[src/rtl/spi_slave_regfile.sv]
// SPI slave register file clocked by the SPI serial clock. Each 16-bit frame
// is a command byte followed by a data byte. Reads stream back on mosi_s.
module spi_slave_regfile #(
  parameter int            DW        = 8,
  parameter logic [DW-1:0] RESET_VAL = 8'h00,
  parameter logic [DW-1:0] ID_VAL    = 8'hA5
) (
  input  logic          sclk_s,
  input  logic          rst,
  input  logic          ss_s,
  input  logic          miso_s,
  output logic          mosi_s,
  output logic [DW-1:0] reg0,
  output logic [DW-1:0] reg1,
  output logic [DW-1:0] reg2,
  output logic          frame_done,
  output logic          frame_err,
  output logic [7:0]    frame_cnt
);

  localparam int            CW   = $clog2(DW);
  localparam logic [CW-1:0] LAST = CW'(DW - 1);

  typedef enum logic [1:0] {IDLE, CMD, DATA, DONE} state_t;

  state_t        state, state_next;
  logic [CW-1:0] bit_cnt;
  logic [DW-2:0] sh;
  logic [DW-1:0] shift_in;
  logic [DW-1:0] cmd;
  logic [DW-1:0] rd_sr;
  logic [DW-1:0] rd_val;
  logic          cmd_bad;
  logic          cmd_wr_ok;

  assign shift_in = {sh, miso_s};

  // Reserved bits or an attempted write to the read-only ID address make the frame illegal.
  assign cmd_bad   = (cmd[DW-2:2] != '0) || (cmd[DW-1] && cmd[1:0] == 2'd3);
  assign cmd_wr_ok = cmd[DW-1] && !cmd_bad;

  always_comb begin
    rd_val = '0;
    if (shift_in[DW-2:2] == '0) begin
      case (shift_in[1:0])
        2'd0:    rd_val = reg0;
        2'd1:    rd_val = reg1;
        2'd2:    rd_val = reg2;
        default: rd_val = ID_VAL;
      endcase
    end
  end

  always_comb begin
    state_next = state;
    case (state)
      IDLE: if (!ss_s) state_next = CMD;
      CMD:  if (ss_s) state_next = IDLE; else if (bit_cnt == LAST) state_next = DATA;
      DATA: if (ss_s) state_next = IDLE; else if (bit_cnt == LAST) state_next = DONE;
      DONE: if (ss_s) state_next = IDLE;
      default: state_next = IDLE;
    endcase
  end

  always_ff @(posedge sclk_s) begin
    if (!rst) state <= IDLE;
    else      state <= state_next;
  end

  always_ff @(posedge sclk_s) begin
    if (!rst) begin
      bit_cnt    <= '0;
      sh         <= '0;
      cmd        <= '0;
      rd_sr      <= '0;
      mosi_s     <= 1'b0;
      reg0       <= RESET_VAL;
      reg1       <= RESET_VAL;
      reg2       <= RESET_VAL;
      frame_done <= 1'b0;
      frame_err  <= 1'b0;
      frame_cnt  <= '0;
    end else begin
      frame_done <= 1'b0;
      frame_err  <= 1'b0;
      if (ss_s) begin
        // Deselect aborts any partial frame without touching the registers.
        bit_cnt <= '0;
        mosi_s  <= 1'b0;
      end else begin
        case (state)
          IDLE: begin
            sh      <= shift_in[DW-2:0];
            bit_cnt <= CW'(1);
          end
          CMD: begin
            sh <= shift_in[DW-2:0];
            if (bit_cnt == LAST) begin
              cmd     <= shift_in;
              bit_cnt <= '0;
              mosi_s  <= rd_val[DW-1];
              rd_sr   <= {rd_val[DW-2:0], 1'b0};
            end else begin
              bit_cnt <= bit_cnt + CW'(1);
            end
          end
          DATA: begin
            sh     <= shift_in[DW-2:0];
            mosi_s <= rd_sr[DW-1];
            rd_sr  <= {rd_sr[DW-2:0], 1'b0};
            if (bit_cnt == LAST) begin
              bit_cnt    <= '0;
              frame_done <= 1'b1;
              frame_err  <= cmd_bad;
              frame_cnt  <= frame_cnt + 8'd1;
              if (cmd_wr_ok) begin
                case (cmd[1:0])
                  2'd0:    reg0 <= shift_in;
                  2'd1:    reg1 <= shift_in;
                  2'd2:    reg2 <= shift_in;
                  default: ;
                endcase
              end
            end else begin
              bit_cnt <= bit_cnt + CW'(1);
            end
          end
          DONE: mosi_s <= 1'b0;
          default: mosi_s <= 1'b0;
        endcase
      end
    end
  end

endmodule

[config.mk]
export PLATFORM = sky130hd
export DESIGN_NAME = spi_slave_regfile
export DESIGN_NICKNAME = d
export VERILOG_FILES = /design/src/rtl/spi_slave_regfile.sv
export SDC_FILE = /design/constraint.sdc
export NUM_CORES = 1
export LEC_CHECK = 0
export BUFFER_PORTS_ARGS = -buffer_cell sky130_fd_sc_hd__buf_2
export CORE_ASPECT_RATIO = 1.2
export CORE_UTILIZATION = 40
export CTS_CLUSTER_DIAMETER = 120
export CTS_CLUSTER_SIZE = 10
export DETAILED_ROUTE_END_ITERATION = 10
export PLACE_DENSITY = 0.55
export SYNTH_ARGS = -nofsm -noshare
export SYNTH_HDL_FRONTEND = slang
export SYNTH_SLANG_ARGS = --single-unit
[constraint.sdc]
create_clock -name sclk_s -period 2.3 [get_ports sclk_s]
set_clock_uncertainty 0.05 [all_clocks]
set_input_delay 0.46 -clock sclk_s [delete_from_list [all_inputs] [get_ports sclk_s]]
set_output_delay 0.46 -clock sclk_s [all_outputs]
set_load 0.01 [all_outputs]
-- After elaboration in Yosys (flattened, before gate mapping)
Cells that the tools add are included.
Widths: inputs -> output; s select.
- flip-flop bits (word level): 63
- bits of input ports: 4
- output and inout bits: 35
- word-level logic and storage cells: 74
- add/subtract/negate cells: 2
- equal/unequal tests: 14
- muxes and demuxes: 16
- bitwise logic cells: 4
- reductions and logical operators: 26
- operator list (cell ; number):
    $pmux 8 s3 ; 1
    $mux 8 ; 2
    $pmux 8 s2 ; 1
    $reduce_and 5->1 ; 3
    $mux 2 ; 6
    $eq 2x2->1 const B ; 5
    $reduce_and 3->1 ; 3
    $add 8x1->8 const B ; 1
    $pmux 2 s4 ; 1
    $eq 2x1->1 const B ; 3
    $logic_not 2->1 ; 3
    $ne 2x2->1 const B ; 3
    $ne 3x3->1 const B ; 2
    $pmux 3 s2 ; 1
    $reduce_or 3->1 ; 2
    $logic_not 5->1 ; 1
    $reduce_bool 5->1 ; 1
    $not 1->1 ; 4
    $reduce_and 2->1 ; 2
    $reduce_and 4->1 ; 1
    $reduce_bool 2->1 ; 2
    $reduce_or 2->1 ; 2
    $reduce_or 4->1 ; 1
    $add 3x1->3 const B ; 1
    other kinds (8) ; 10

-- Logic depth before layout (Yosys ltp)
- word-level depth: 6
- gate-level depth with buffers: 7
- gate-level depth less buffers: 6

-- Worst setup path before layout
OpenSTA, ideal clock, no wires.
- path type: reg-to-reg
- from: register bit_cnt[0]
- to: register reg2[0]
- setup time: 0.072 ns
- arrival time: 1.632 ns
- data required time: 2.178 ns
- slack: 0.546 ns
- cell stages (with the launch flop): 6
- path buffers: 0
- clock period less this slack: 1.754 ns
- path through: dfxtp_1 -> ha_1 -> ha_1 -> nand3b_4 -> nor4_4 -> mux2i_1
- cells in the longest elaborated chain, start to end: 2
- ends and longest elaborated chain (element ; line ; RTL):
    from (decl) ; 27 ; logic [CW-1:0] bit_cnt;
    from (signal assigned) ; 104 ; bit_cnt <= bit_cnt + CW'(1);
    from (signal assigned) ; 125 ; bit_cnt <= bit_cnt + CW'(1);
    $eq 3x3->1 ; 111 ; if (bit_cnt == LAST) begin
    $reduce_and 5->1 (no line) ; - ;
    to (signal assigned) ; 120 ; 2'd2: reg2 <= shift_in;
    to (decl) ; 15 ; output logic [DW-1:0] reg2,
No other way between the ends.
A chain may end at the register's enable or synchronous reset.

-- Final worst setup path
- from: register state[0]
- to: register rd_sr[6]
- cells in the longest elaborated chain, start to end: 3
- elaborated cells on any way between the ends: 6
- classes of those cells: eq/ne (3); mux (1); reduce/logical (2)
- ends and longest elaborated chain (element ; line ; RTL):
    from (decl) ; 26 ; state_t state, state_next;
    from (signal assigned) ; 67 ; else state <= state_next;
    $eq 2x1->1 or $eq 2x2->1 (tied branches) ; 91 ; case (state)
    $ne 2x2->1 (no line) or $reduce_bool 2->1 (tied branches) ; - ;
    $reduce_and 3->1 (no line) ; - ;
    to (signal assigned) ; 102 ; rd_sr <= {rd_val[DW-2:0], 1'b0};
    to (signal assigned) ; 110 ; rd_sr <= {rd_sr[DW-2:0], 1'b0};
    to (decl) ; 31 ; logic [DW-1:0] rd_sr;
Several ways; a longest one is shown, not always the timed one.

==> results by group <==
Run status
  • Outcome: finished clean

Critical path
  • Largest stage delay, worst path: about 0.44 ns
  • Type of the setup path with the least slack: register to register
  • Peak fanout along the critical path: 7
  • CP Cell Sequence: inv_1 > ha_1 > or4_1 > nor3_2 > nand3_2 > o221ai_1
  • R2r startpoint: state[0]
  • Critical register-to-register path endpoint: rd_sr[6]
  • Slowest cell on the critical path: or4_1
  • Data arrival time at the worst-slack endpoint: 2.14 ns
  • Reg2reg setup slack: roughly 0.37 ns
  • Crit path launch: state[0]
  • Cell depth of the worst flop-to-flop path: 6
  • Nature of the critical path startpoint: register
  • Worst Setup End Kind: register
  • Data required time at the worst endpoint: 2.51 ns

Yosys
  • Area leader, netlist: dfxtp_1
  • Synthesized area: around 2800 um2
  • Synthesis Warnings: 0
  • Top_reg_cell synth: dfxtp_1
  • Cell types occupying the most area after synthesis: dfxtp_1 44%, mux2i_1 14%, nand2_1 7.2%
  • Register bit total from synthesis: 62
  • Number of library cell types mapped by synthesis: 42
  • Mean instance size in the synthesized netlist: 9.47 um2
  • Sequential share of the synthesized area: 0.441
  • Number of nets in the synthesized netlist: 309
  • Post-synth top area share: 0.441
  • Gate count of the mapped netlist: just under 300
  • Share of flip-flops with an asynchronous set or reset after synthesis: 0
  • EDFF count, synth: 0

Finish
  • Cell area after layout: ~3300 um2
  • Number of inserted diodes: 0
  • Layout-stage area growth over the synthesis result: 17.8%
  • Filler cells: 673
  • Count of nets after finishing: between 300 and 400
  • Share of final-layout standard cells stronger than drive strength 1: 0.220

Clock network
  • Sinks on Clock Net: 62
  • Cells resized by post-CTS repair: 0
  • Insertion delay of the later-clocked pin in the worst-skew pair: about 0.34 ns
  • Number of CTS-inserted buffers: 9
  • Total of hold buffers inserted after clock tree synthesis: 0
  • Post-CTS Setup Inserts: 0
  • Maximum count of clock buffers along a single path: 2
  • Library cell used as clock root buffer: clkbuf_8
  • CTS tree: built
  • Deepest level of the CTS H-tree: 3
  • Clock transition at the registers of the reported paths: ~0.070 ns

Route
  • Final wirelength: 6.28 mm
  • Number of detailed-routing iterations run before antenna repair: 4
  • Wire length per cell: approximately 14 um
  • Via Count: between 2,000 and 2,500
  • Initial drt markers: 78
  • Antenna viol nets, final: 0
  • Average via count per standard cell: 5.14
  • DRC violations left: 0

Die
  • Die Outline Area: ~7400 um2
  • Std-Cell Core Area: roughly 7000 um2
  • Die span in y: between 90 and 100 um
  • Num ports: 39
  • Placement Rows: 33
  • Initial core utilization: 0.413
  • Die span in x: 78.5 um

Power and ir drop
  • Total leakage power: roughly 1.5 nW
  • Power density over the cells: 623 nW/um2
  • Maximum resistive drop on vdd: 0.000279 V
  • Total chip power: 2.06 mW

STA
  • Period minus WS final: 1.93 ns
  • Achievable clock frequency: ~0.52 GHz
  • Total count of max-transition violations in the final report: 0
  • Final hold violation count: 0
  • Hold Slack: ~0.42 ns
  • Count of endpoints failing setup in the final report: 0
  • Total Negative Setup Slacks: 0 ns
  • Actual transition at the worst max-transition pin: 0.541 ns
  • Slew HR: 0.638
  • Share of the clock period used by the worst path: 0.838
  • Final worst slack: around 0.37 ns
  • Setup repair after global routing missed its margin: no

Min path
  • Number of instances on the worst hold path: 2
  • End point of the most critical hold path: reg2[3]
  • Startpoint of the worst hold path: reg2[3]
  • Class of the worst hold path: register to register

Placed design
  • Placed cell areas: between 3000 and 4000 um2
  • Number of port buffers: 38
  • Worst setup slack after placement: roughly 0.37 ns
  • Final weighted congestion of routability-driven global placement: slightly above 0.7
  • DP Wirelength: about 4.4 mm

Flow run
  • Reported max-cap violation count: 0

GRT
  • Overflow left after global routing: 0
  • Pin count of the biggest net entering global routing: 24
  • Global-route wire length before repair: 10.5 mm
  • Total track usage: 0.187
  • Initial antenna violation count: 0
  • Vias in the first global route: approximately 2,100
cell usage in the layout, fill, tap and decap left out, types with 2 or more instances in the layout:
cell,n
a21oi_1,6
clkinv_2,3
nand2b_1,2
a21boi_1,10
o21a_1,2
mux2_2,3
nor2b_1,14
mux2i_1,39
xor2_1,2
xnor2_1,4
o21ai_0,3
buf_2,38
nor3_2,2
and2_1,8
clkbuf_8,11
o221ai_1,7
nand2_1,54
o21ai_1,7
nand3_1,3
inv_1,2
dfxtp_1,62
buf_4,12
nor2_1,12
nor3_1,3
o22ai_1,4
ha_1,8
nand4_1,9
layout make-up:
type | instances | area (um2) | area share
clock buffers | 11 | 151 | 0.0457
clock inverters | 4 | 22.5 | 0.00680
inverters | 2 | 7.51 | 0.00227
multi-input cells | 217 | 1500 | 0.453
repair buffers | 50 | 280 | 0.0846
flip-flops and latches | 62 | 1240 | 0.375
well taps | 87 | 109 | 0.0329
per-layer routing:
metal	up-vias	part of all wire	global-route usage
met5	-	0	0
li1	1132	-	-
met4	0	0.014	0.0926
met2	46	0.46	0.299
met1	1040	0.48	0.244
met3	9	0.046	0.0301
cell families after synthesis:
kind of cell / after synthesis / synth area share
AND/OR/NAND/NOR: 119 / 0.226
flip-flops: 62 / 0.441
AO/OA/AOI/OAI: 42 / 0.100
multiplexers: 42 / 0.151
buffers and inverters: 18 / 0.0271
adder cells (fa/ha/maj): 8 / 0.0356
XOR/XNOR: 6 / 0.0187
Yosys cell counts (2+ instances only):
library cell / n
a21boi_1: 10
a21oi_1: 6
and2_1: 8
buf_1: 2
buf_2: 4
clkbuf_1: 9
dfxtp_1: 62
ha_1: 8
inv_1: 2
mux2_2: 3
mux2i_1: 39
nand2_1: 54
nand2b_1: 2
nand3_1: 3
nand4_1: 9
nor2_1: 12
nor2b_1: 14
nor3_1: 3
nor3_2: 2
o21a_1: 2
o21ai_0: 3
o21ai_1: 7
o221ai_1: 7
o22ai_1: 4
xnor2_1: 4
xor2_1: 2
registers in the layout, indices dropped and copies added, names as in the netlist:
register	flops
frame_done	1
frame_err	1
reg2	8
reg0	8
sh	7
frame_cnt	8
cmd	8
rd_sr	7
mosi_s	1
state	2
reg1	8
bit_cnt	3
worst max-delay path, delay by kind of cell, from the launching register on:
kind,cells,cell delay [ns]
buffers and inverters,1,0.09
and+or+nand+nor,3,0.80
DFF,1,0.38
adders and majority gates,1,0.28
AOI/OAI and AO/OA,1,0.24
stage by stage:
step | cells | util
final | 433 | 0.486
after global routing | 433 | 0.486
after CTS | 433 | 0.486
after detailed placement | 418 | 0.461
after global placement | 418 | 0.461
after floorplan | 297 | -
worst max path at each step:
stage | endpoint | slack [ns] | cells past startpoint
floorplan | reg2[0] | 0.55 | 5
global placement | reg1[3] | 0.43 | 5
detailed placement | reg1[2] | 0.37 | 5
CTS | rd_sr[2] | 0.36 | 6
global route | rd_sr[3] | 0.22 | 6
finish | rd_sr[6] | 0.37 | 6
power breakdown:
part / switching (mW) / leakage [nW] / internal [mW]
clock: 0.415 / 0.0910 / 0.438
combinational: 0.0744 / 0.872 / 0.0463
sequential: 0.00859 / 0.500 / 1.08
total: 0.498 / 1.46 / 1.56
Note: power is estimated with default switching activity, not from simulation.
